File: src/rtl/apu_pkg.sv
// Shared APU definitions: register selects, duty step masks and the length-counter load table.
package apu_pkg;

    localparam logic [1:0] REG_CTRL  = 2'd0;
    localparam logic [1:0] REG_SWEEP = 2'd1;
    localparam logic [1:0] REG_LO    = 2'd2;
    localparam logic [1:0] REG_HI    = 2'd3;

    // Bit s of the mask is the sequencer output at step s.
    function automatic logic duty_bit(input logic [1:0] duty, input logic [2:0] step);
        logic [7:0] mask;
        case (duty)
            2'd0:    mask = 8'b1000_0000;
            2'd1:    mask = 8'b1100_0000;
            2'd2:    mask = 8'b1111_0000;
            default: mask = 8'b0011_1111;
        endcase
        return mask[step];
    endfunction

    function automatic logic [7:0] length_lookup(input logic [4:0] idx);
        logic [7:0] val;
        case (idx)
            5'd0:  val = 8'd10;   5'd1:  val = 8'd254;  5'd2:  val = 8'd20;   5'd3:  val = 8'd2;
            5'd4:  val = 8'd40;   5'd5:  val = 8'd4;    5'd6:  val = 8'd80;   5'd7:  val = 8'd6;
            5'd8:  val = 8'd160;  5'd9:  val = 8'd8;    5'd10: val = 8'd60;   5'd11: val = 8'd10;
            5'd12: val = 8'd14;   5'd13: val = 8'd12;   5'd14: val = 8'd26;   5'd15: val = 8'd14;
            5'd16: val = 8'd12;   5'd17: val = 8'd16;   5'd18: val = 8'd24;   5'd19: val = 8'd18;
            5'd20: val = 8'd48;   5'd21: val = 8'd20;   5'd22: val = 8'd96;   5'd23: val = 8'd22;
            5'd24: val = 8'd192;  5'd25: val = 8'd24;   5'd26: val = 8'd72;   5'd27: val = 8'd26;
            5'd28: val = 8'd16;   5'd29: val = 8'd28;   5'd30: val = 8'd32;   default: val = 8'd30;
        endcase
        return val;
    endfunction

endpackage

File: src/rtl/apu_envelope_generator_gen2.sv
// Envelope: constant volume or a 15..0 decay clocked by the quarter-frame pulse, optionally looping.
module apu_envelope_generator_gen2 (
    input  logic       clk,
    input  logic       rst,
    input  logic       e_pulse,
    input  logic       wr_ctrl,
    input  logic [5:0] din,
    input  logic       restart,
    output logic [3:0] env_out
);
    logic       loop_flag, const_vol, start;
    logic [3:0] vol, divider, decay;

    always_ff @(posedge clk or posedge rst) begin
        if (rst) begin
            loop_flag <= 1'b0;
            const_vol <= 1'b0;
            vol       <= 4'd0;
            start     <= 1'b0;
            divider   <= 4'd0;
            decay     <= 4'd0;
        end else begin
            if (wr_ctrl) begin
                loop_flag <= din[5];
                const_vol <= din[4];
                vol       <= din[3:0];
            end
            if (restart) begin
                start <= 1'b1;
            end else if (e_pulse) begin
                if (start) begin
                    start   <= 1'b0;
                    decay   <= 4'd15;
                    divider <= vol;
                end else if (divider == 4'd0) begin
                    divider <= vol;
                    if (decay != 4'd0) decay <= decay - 4'd1;
                    else if (loop_flag) decay <= 4'd15;
                end else begin
                    divider <= divider - 4'd1;
                end
            end
        end
    end

    assign env_out = const_vol ? vol : decay;
endmodule

File: src/rtl/apu_length_counter_gen2.sv
// Length counter: table load on the high-period write, half-frame countdown, forced clear when disabled.
module apu_length_counter_gen2
    import apu_pkg::*;
(
    input  logic       clk,
    input  logic       rst,
    input  logic       len_en,
    input  logic       l_pulse,
    input  logic       halt,
    input  logic       load,
    input  logic [4:0] load_idx,
    output logic       active
);
    logic [7:0] count;

    always_ff @(posedge clk or posedge rst) begin
        if (rst)                                      count <= 8'd0;
        else if (!len_en)                             count <= 8'd0;
        else if (load)                                count <= length_lookup(load_idx);
        else if (l_pulse && count != 8'd0 && !halt)   count <= count - 8'd1;
    end

    assign active = (count != 8'd0);
endmodule

File: src/rtl/apu_sweep_gen3.sv
// Sweep unit: divider with reload flag, combinational target period and mute detection.
module apu_sweep_gen3 #(
    parameter int TIMER_W       = 11,
    parameter int NEG_ONES_COMP = 1
) (
    input  logic               clk,
    input  logic               rst_n,
    input  logic               l_pulse,
    input  logic               wr,
    input  logic [7:0]         din,
    input  logic [TIMER_W-1:0] period,
    output logic               mute,
    output logic               update,
    output logic [TIMER_W-1:0] target
);
    logic         en_r, neg_r, reload;
    logic [2:0]   p_r, s_r, divider;
    logic [TIMER_W-1:0] change;
    logic [TIMER_W:0]   sum, tgt_full;
    logic [TIMER_W+1:0] diff;

    assign change = period >> s_r;
    assign sum    = {1'b0, period} + {1'b0, change};
    assign diff   = {2'b00, period} - {2'b00, change}
                  - {{(TIMER_W+1){1'b0}}, (NEG_ONES_COMP != 0)};
    // Negative results clamp to zero rather than wrapping.
    assign tgt_full = neg_r ? (diff[TIMER_W+1] ? '0 : diff[TIMER_W:0]) : sum;
    assign target   = tgt_full[TIMER_W-1:0];
    assign mute     = (period < TIMER_W'(8)) || (!neg_r && tgt_full[TIMER_W]);
    assign update   = l_pulse && (divider == 3'd0) && en_r && (s_r != 3'd0) && !mute;

    // A coincident register write lands while the half-frame step uses the old values.
    always_ff @(posedge clk or negedge rst_n) begin
        if (!rst_n) begin
            en_r    <= 1'b0;
            p_r     <= 3'd0;
            neg_r   <= 1'b0;
            s_r     <= 3'd0;
            divider <= 3'd0;
            reload  <= 1'b0;
        end else begin
            if (l_pulse) begin
                if (divider == 3'd0 || reload) divider <= p_r;
                else                           divider <= divider - 3'd1;
            end
            if (wr) begin
                {en_r, p_r, neg_r, s_r} <= din;
                reload <= 1'b1;
            end else if (l_pulse && (divider == 3'd0 || reload)) begin
                reload <= 1'b0;
            end
        end
    end
endmodule

File: src/rtl/apu_pulse_gen3.sv
// Pulse (square) channel: timer, 8-step duty sequencer, optional sweep, envelope and length counter.
module apu_pulse_gen3
    import apu_pkg::*;
#(
    parameter int TIMER_W       = 11,
    parameter int SWEEP_EN      = 1,
    parameter int NEG_ONES_COMP = 1
) (
    input  logic               clk,
    input  logic               rst,
    input  logic               pulse_en,
    input  logic               apu_clk,
    input  logic               l_pulse,
    input  logic               e_pulse,
    input  logic [1:0]         a_in,
    input  logic [7:0]         from_cpu,
    input  logic               wren,
    output logic [3:0]         pulse_out,
    output logic               active_out,
    output logic [TIMER_W-1:0] period_out
);
    logic wr_ctrl, wr_sweep, wr_lo, wr_hi;
    logic [TIMER_W-1:0] period, period_nxt, count, sw_target;
    logic [1:0] duty;
    logic [2:0] step;
    logic halt, timer_pulse, seq_bit, sw_mute, sw_update, mute, sweep_upd;
    logic [3:0] env;

    assign wr_ctrl  = wren && (a_in == REG_CTRL);
    assign wr_sweep = wren && (a_in == REG_SWEEP) && (SWEEP_EN != 0);
    assign wr_lo    = wren && (a_in == REG_LO);
    assign wr_hi    = wren && (a_in == REG_HI);

    apu_sweep_gen3 #(.TIMER_W(TIMER_W), .NEG_ONES_COMP(NEG_ONES_COMP)) u_sweep (
        .clk(clk), .rst_n(rst), .l_pulse(l_pulse), .wr(wr_sweep), .din(from_cpu),
        .period(period), .mute(sw_mute), .update(sw_update), .target(sw_target)
    );

    assign mute      = (SWEEP_EN != 0) && sw_mute;
    assign sweep_upd = (SWEEP_EN != 0) && sw_update;

    // CPU bytes override the sweep result only in the bits they write.
    always_comb begin
        period_nxt = period;
        if (sweep_upd) period_nxt = sw_target;
        if (wr_lo)     period_nxt[7:0] = from_cpu;
        if (wr_hi)     period_nxt[TIMER_W-1:8] = from_cpu[TIMER_W-9:0];
    end

    assign timer_pulse = apu_clk && (count == '0);

    always_ff @(posedge clk or negedge rst) begin
        if (!rst) begin
            period <= '0;
            count  <= '0;
            duty   <= 2'd0;
            halt   <= 1'b0;
            step   <= 3'd0;
        end else begin
            period <= period_nxt;
            if (apu_clk) count <= timer_pulse ? period : count - 1'b1;
            if (wr_ctrl) begin
                duty <= from_cpu[7:6];
                halt <= from_cpu[5];
            end
            if (wr_hi)            step <= 3'd0;
            else if (timer_pulse) step <= step - 3'd1;
        end
    end

    assign seq_bit = duty_bit(duty, step);

    apu_envelope_generator_gen2 u_env (
        .clk(clk), .rst(~rst), .e_pulse(e_pulse), .wr_ctrl(wr_ctrl),
        .din(from_cpu[5:0]), .restart(wr_hi), .env_out(env)
    );

    apu_length_counter_gen2 u_len (
        .clk(clk), .rst(~rst), .len_en(pulse_en), .l_pulse(l_pulse), .halt(halt),
        .load(wr_hi), .load_idx(from_cpu[7:3]), .active(active_out)
    );

    assign pulse_out  = env & {4{seq_bit & active_out & ~mute}};
    assign period_out = period;
endmodule
File: config.mk
export PLATFORM = sky130hd
export DESIGN_NAME = apu_pulse_gen3
export DESIGN_NICKNAME = d
export VERILOG_FILES = /design/src/rtl/apu_pkg.sv /design/src/rtl/apu_envelope_generator_gen2.sv /design/src/rtl/apu_length_counter_gen2.sv /design/src/rtl/apu_sweep_gen3.sv /design/src/rtl/apu_pulse_gen3.sv
export SDC_FILE = /design/constraint.sdc
export NUM_CORES = 1
export LEC_CHECK = 0
export ABC_CLOCK_PERIOD_IN_PS = 4800
export CAP_MARGIN = 20
export CORE_MARGIN = 5
export CORE_UTILIZATION = 61
export DETAILED_ROUTE_END_ITERATION = 16
export PLACE_DENSITY = 0.82
export SYNTH_ARGS = -nofsm -noshare
export SYNTH_HDL_FRONTEND = slang
export SYNTH_SLANG_ARGS = --single-unit
export TNS_END_PERCENT = 1
File: constraint.sdc
create_clock -name clk -period 4.8 [get_ports clk]
set_input_delay 0.96 -clock clk [delete_from_list [all_inputs] [get_ports clk]]
set_output_delay 0.96 -clock clk [all_outputs]
set_load 0.01 [all_outputs]
# Word-level counts from Yosys, hierarchy flattened
# Memories as Yosys holds them, arrays and structs flattened.
# Index checks and enable logic that the tools add are counted.
[classes] n_addsub=9 order_cmp=2 n_eq_ne=6 n_shift=1 muxes=26 bitwise=5 reduce_logical=35
[ops] operator="2-to-1 mux 8 bit" count=4
[ops] operator="2-to-1 mux 4 bit" count=7
[ops] operator="2-to-1 mux 12 bit" count=2
[ops] operator="one-hot mux 8 bit (3 select lines)" count=1
[ops] operator="2-to-1 mux 11 bit" count=2
[ops] operator="logical AND 1 bit" count=13
[ops] operator="subtractor 13 x 1 -> 13 bit (second input constant)" count=1
[ops] operator="adder 11 x 11 -> 12 bit" count=1
[ops] operator="2-to-1 mux 3 bit" count=4
[ops] operator="nonzero test 2 bit" count=6
[ops] operator="subtractor 11 x 11 -> 12 bit" count=1
[ops] operator="logical NOT 11 bit" count=1
[ops] operator="less-than comparator 11 x 4 -> 1 bit (second input constant)" count=1
[ops] operator="right shift 11 x 3 -> 11 bit" count=1
[ops] operator="subtractor 11 x 1 -> 11 bit (second input constant)" count=1
[ops] operator="nonzero test 8 bit" count=1
[ops] operator="subtractor 4 x 1 -> 4 bit (second input constant)" count=2
[ops] operator="subtractor 8 x 1 -> 8 bit (second input constant)" count=1
[ops] operator="== test 2 bit (second input constant)" count=3
[ops] operator="nonzero test 3 bit" count=2
[ops] operator="subtractor 3 x 1 -> 3 bit (second input constant)" count=2
[ops] operator="2-to-1 mux 1 bit" count=5
[ops] operator="bitwise AND 4 bit" count=1
[ops] operator="== test 2 x 1 -> 1 bit (second input constant)" count=2
[ops] operator="other kinds (13)" count=19
[word_totals] regBits=62 romBits=224 inputBits=17 output_inout_bits=16 wordCells=103 n_memories=1
[memory_table] memory="(no name shown)" words=32 width=7 read_ports=1 rd_ports_with_merged_regs=0 write_ports=0 line_no="apu_pkg.sv:23" source="case (idx)"

# Longest topological paths before layout
[depth] word_depth=11 ltp_mapped=18 depth_no_buf=16

# Cells and area by module
# Synthesis repeated with hierarchy kept, for this count alone.
[hier_totals] hier_cells=648 hier_area_um2=5602.9
[modules_own_cells] module="apu_sweep_gen3" n_inst=1 cells_per_inst=300 area_each_um2=2292.2 seq_area_each_um2=300.3
[modules_own_cells] module="apu_pulse_gen3" n_inst=1 cells_per_inst=162 area_each_um2=1539.0 seq_area_each_um2=700.7
[modules_own_cells] module="apu_length_counter_gen2" n_inst=1 cells_per_inst=106 area_each_um2=909.6 seq_area_each_um2=200.2
[modules_own_cells] module="apu_envelope_generator_gen2" n_inst=1 cells_per_inst=80 area_each_um2=862.1 seq_area_each_um2=375.4

# Worst setup path before layout
# Ideal clock, no wire load.
[synth_timing] path_type="reg2out" from="reg u_sweep.s_r[1]" to="out pulse_out[0]" arrival_time_ns=3.025 required_time_ns=3.840 slack_ns=0.815 stages_incl_launch_ff=12 n_path_buf=1 path_cell_list="dfrtp_1 -> clkbuf_1 -> mux4_2 -> o21ai_0 -> inv_1 -> ha_1 -> o21bai_1 -> a21oi_1 -> o31a_1 -> a21oi_1 -> o2111ai_1 -> nor2_1"
[synth_via] elab_chain_len=10 elab_cells_between_ends=11 classes_between="add/sub (3); shift (1); mux (2); bitwise (3); reduce/logical (2)"
[synth_rtl] item="start, declared" line_no="apu_sweep_gen3.sv:17" source="logic [2:0] p_r, s_r, divider;"
[synth_rtl] item="start signal, assigned" line_no="apu_sweep_gen3.sv:47" source="{en_r, p_r, neg_r, s_r} <= din;"
[synth_rtl] item="right shift 11 x 3 -> 11 bit *" line_no="apu_sweep_gen3.sv:22" source="assign change = period >> s_r;"
[synth_rtl] item="subtractor 11 x 11 -> 12 bit" line_no="apu_sweep_gen3.sv:24" source="assign diff = {2'b00, period} - {2'b00, change}"
[synth_rtl] item="subtractor 13 x 1 -> 13 bit" line_no="apu_sweep_gen3.sv:25" source="- {{(TIMER_W+1){1'b0}}, (NEG_ONES_COMP != 0)};"
[synth_rtl] item="2-to-1 mux 12 bit" line_no="apu_sweep_gen3.sv:27" source="assign tgt_full = neg_r ? (diff[TIMER_W+1] ? '0 : diff[TIMER_W:0]) : sum;"
[synth_rtl] item="2-to-1 mux 12 bit *" line_no="apu_sweep_gen3.sv:27"
[synth_rtl] item="logical AND 1 bit *" line_no="apu_sweep_gen3.sv:29" source="assign mute = (period < TIMER_W'(8)) || (!neg_r && tgt_full[TIMER_W]);"
[synth_rtl] item="logical OR 1 bit *" line_no="apu_sweep_gen3.sv:29"
[synth_rtl] item="inverter 1 bit *" line_no="apu_pulse_gen3.sv:83" source="assign pulse_out = env & {4{seq_bit & active_out & ~mute}};"
[synth_rtl] item="bitwise AND 1 bit *" line_no="apu_pulse_gen3.sv:83"
[synth_rtl] item="bitwise AND 4 bit *" line_no="apu_pulse_gen3.sv:83"
[synth_rtl] item="end, declared" line_no="apu_pulse_gen3.sv:18" source="output logic [3:0] pulse_out,"
# Every way passes the cells marked *; elsewhere a longest branch is shown, timed or not.

# Final worst setup path
[layout_timing] from="reg u_sweep.s_r[1]" to="out pulse_out[3]"
# Same word-level chain as after synthesis.

==> flow_metrics.tcl <==
set metrics [dict create \
    status "finished clean" \
    finalWorstSetupSlack_ns 0.188 \
    cts-hold-fix-buffers 0 \
    p_leak_nw 2.58 \
    ctsRootBufferMaster "clkbuf_8" \
    rsz0062_at_grt "false" \
    drive_above_1_share_pct 11.1 \
    slew_headroom_pct 39.6 \
    start_util_pct 61.8 \
    yosys_warnings 0 \
    cp.required_ns 3.84 \
    drv_slew 0 \
    firstDrtPassIters 5 \
    synth_area_um2 5310 \
    hold_path.class "reg -> reg" \
    worstPathCellList "buf_12 -> mux4_2 -> mux2_2 -> ha_1 -> nor2b_1 -> o21bai_1 -> a21oi_1 -> o31a_1 -> a21oi_2 -> o2111ai_2 -> nor2_1 -> clkdlybuf4s50_1" \
    path_max_fanout 5 \
    path_delay_family "compound AO/OA/AOI/OAI gates" \
    path_class "reg -> out" \
    yosysTopAreaCell "dfrtp_1" \
    die_area_um2 10700 \
    holdPathStages 2 \
    holdCritStartpoint "u_sweep.p_r[0]" \
    hold_violations 0 \
    worst_r2r_endpoint "period_out[8]" \
    dieHeight_um 103 \
    synth-seq-cells 62 \
    final.setup.tns_ns 0 \
    antenna_found_initial 0 \
    path_buf_inv 2 \
    vias 4959 \
    startpoint_type "flop" \
    core_area_um2 8590 \
    syn_avg_cell_area_um2 8.32 \
    drt_wl_total_um 13800 \
    worstPathArrival_ns 3.65 \
    max_stage_delay_ns 0.54 \
    cts.sinks 62 \
    endpoint_kind "primary output" \
    cap_viol_max_count 0 \
    antenna_cells 0 \
    synth_seq_area_share_pct 29.2 \
    post-place-ws_ns 0.318 \
    max_freq_mhz 217 \
    die-width_um 103 \
    synth_area_leaders "dfrtp_1 (29%), ha_1 (10%), o21ai_0 (4.9%)" \
    dp_hpwl_um 10300 \
    grt_use_total_pct 26.9 \
    grt_max_degree 41 \
    min_to "u_sweep.p_r[0]" \
    clkSlewWorstSetupHoldPaths_ns 0.07 \
    viasPerCell 6.38 \
    drc 0 \
    synth_nets 701 \
    peakVddDrop_mv 0.408 \
    synth-main-ff-cell "dfrtp_1" \
    rrSetupSlack_ns 0.45 \
    skew_ns 0.00720 \
    antenna_left 0 \
    synth.distinct_cells 73 \
    synth-edff-count 0 \
    critPathSlowestCell "clkdlybuf4s50_1" \
    reg2reg_depth 16 \
    reg2reg_from "u_sweep.s_r[1]" \
    worst_slew_pin_slew_ns 0.906 \
    ioPinCount 33 \
    setup_violations 0 \
    synth-async-reset-ratio_pct 100 \
    clk_latency_ns 0.34 \
    place_congestion 0.925 \
    overflow 0 \
    dr.first_iter.drc_count 319 \
    yosys.area.top_type_share_pct 29.2 \
    cts-htree-levels 3 \
    netlist_instances 638 \
    grt_pass1_wl_um 22600 \
    layout.nets 727 \
    cts_buffers 9 \
    first_global_vias 4680 \
    synthToLayoutAreaGrowth_pct 12.1 \
    clock_path_buffers 2 \
    fin_crit_sh_pct 96.1 \
    cts_tree "yes" \
    fin_crit_ns 4.61 \
    port_buffers 32 \
    core.rowCount 34 \
    powerDensity_nw_per_um2 716 \
    wl_per_cell_um 17.8 \
]
synth_stat cells, drive strengths merged (9+ instances only):
| library cell | count |
|---|---|
| dfrtp | 62 |
| nand2 | 59 |
| o21ai | 54 |
| nor2 | 51 |
| inv | 50 |
| a21oi | 45 |
| ha | 44 |
| nor3 | 23 |
| clkbuf | 21 |
| mux2 | 18 |
| xnor2 | 17 |
| nand3 | 16 |
| mux2i | 13 |
| buf | 10 |
| or3 | 9 |
layout by cell type, fill, tap and decap left out, types with 3 or more instances in the layout:
| master | n |
|---|---|
| o31ai_1 | 3 |
| inv_1 | 49 |
| a21oi_1 | 43 |
| o21ai_0 | 50 |
| xnor2_1 | 17 |
| mux2_2 | 17 |
| clkinv_2 | 3 |
| a31oi_1 | 7 |
| xor2_1 | 8 |
| nor4_1 | 5 |
| a221oi_1 | 5 |
| nand2b_1 | 8 |
| nor2_1 | 51 |
| nand4_1 | 6 |
| o21a_1 | 5 |
| clkdlybuf4s50_1 | 30 |
| nor2b_1 | 8 |
| a211oi_1 | 6 |
| ha_1 | 43 |
| dfrtp_1 | 57 |
| o31a_1 | 4 |
| o22ai_1 | 7 |
| nor3_1 | 22 |
| buf_4 | 13 |
| nor3b_1 | 6 |
| dfrtp_2 | 5 |
| clkbuf_8 | 9 |
| o21ai_1 | 4 |
| mux4_2 | 4 |
| o211ai_1 | 8 |
| o22a_1 | 3 |
| nand2_1 | 59 |
| o21bai_1 | 6 |
| nand3_1 | 16 |
| a21o_1 | 3 |
| or3_1 | 9 |
| mux2i_1 | 12 |
kinds of logic after synthesis:
group	synth area share (%)
buf+inv	6.25
xor+xnor	4.13
fa+ha+maj	11.1
flops	29.2
compound gates	22.5
simple gates	18.8
mux	7.97
power breakdown:
group	total, mW	switching [mW]	internal, mW
logic	2.91	1.64	1.27
registers	0.942	0.252	0.690
clock network	0.407	0.219	0.188
area by class of cell:
| type | instances | area, um^2 |
|---|---|---|
| Timing Repair Buffer | 46 | 435 |
| Fill cell | 710 | 2640 |
| Tap cell | 108 | 135 |
| Multi-Input combinational cell | 494 | 3460 |
| Clock buffer | 9 | 124 |
| Clock inverter | 7 | 48.8 |
| Inverter | 51 | 191 |
| Sequential cell | 62 | 1560 |
layer usage:
| layer | share of wire [%] | vias up | global-route usage [%] |
|---|---|---|---|
| met5 | 0 | - | 0 |
| met4 | 1.6 | 0 | 7.17 |
| met3 | 6.5 | 26 | 5.43 |
| met2 | 47 | 187 | 42.8 |
| met1 | 45 | 2407 | 37.5 |
| li1 | - | 2339 | - |
through the flow:
| stage | hold slack [ns] | area (um^2) | power (mW) | instances | util, % |
|---|---|---|---|---|---|
| CTS | 0.493 | 5880 | 4.17 | 774 | 68.4 |
| global placement | 0.470 | 5700 | 3.63 | 758 | 66.3 |
| detailed placement | 0.476 | 5700 | 3.74 | 758 | 66.3 |
| global route | 0.518 | 5950 | 4.60 | 777 | 69.2 |
| finish | 0.494 | 5950 | 4.26 | 777 | 69.2 |
| floorplan | 0.450 | 5310 | 3.02 | 638 | - |
what timing repair did:
action                                  4_1_cts  5_1_grt
endpoints found under the setup margin        4        4
pin swaps                                     0        1
setup buffers                                 0        3
endpoints found under the hold margin         0        0
gates resized for setup                       2       12
sequential cells by signal, indices dropped and copies added, names as in the netlist, 4 cells and up:
name           cells
count             11
period_out        11
u_len.count        8
u_env.decay        4
u_env.divider      4
u_env.vol          4
worst reg2reg max path, delay by kind of cell (launching register included):
| kind | cells | cell delay (ns) |
|---|---|---|
| xor gates and xnor gates | 1 | 0.18 |
| adders and majority gates | 2 | 0.68 |
| DFF | 1 | 0.45 |
| AOI/OAI and AO/OA | 6 | 1.78 |
| muxes | 1 | 0.24 |
| and+or+nand+nor | 4 | 0.68 |
| buffers and inverters | 2 | 0.25 |
worst max path at each step:
stage	cells past startpoint	start	slack [ns]	to
after detailed placement	14	u_sweep.s_r[1]	0.32	pulse_out[0]
after global routing	12	u_sweep.s_r[1]	0.01	pulse_out[3]
after global placement	11	u_sweep.s_r[1]	0.43	pulse_out[0]
after floorplan	11	u_sweep.s_r[1]	0.81	pulse_out[0]
final	12	u_sweep.s_r[1]	0.19	pulse_out[3]
after CTS	14	u_sweep.s_r[1]	0.03	pulse_out[0]
No activity file was read; power rests on OpenSTA's default activity.
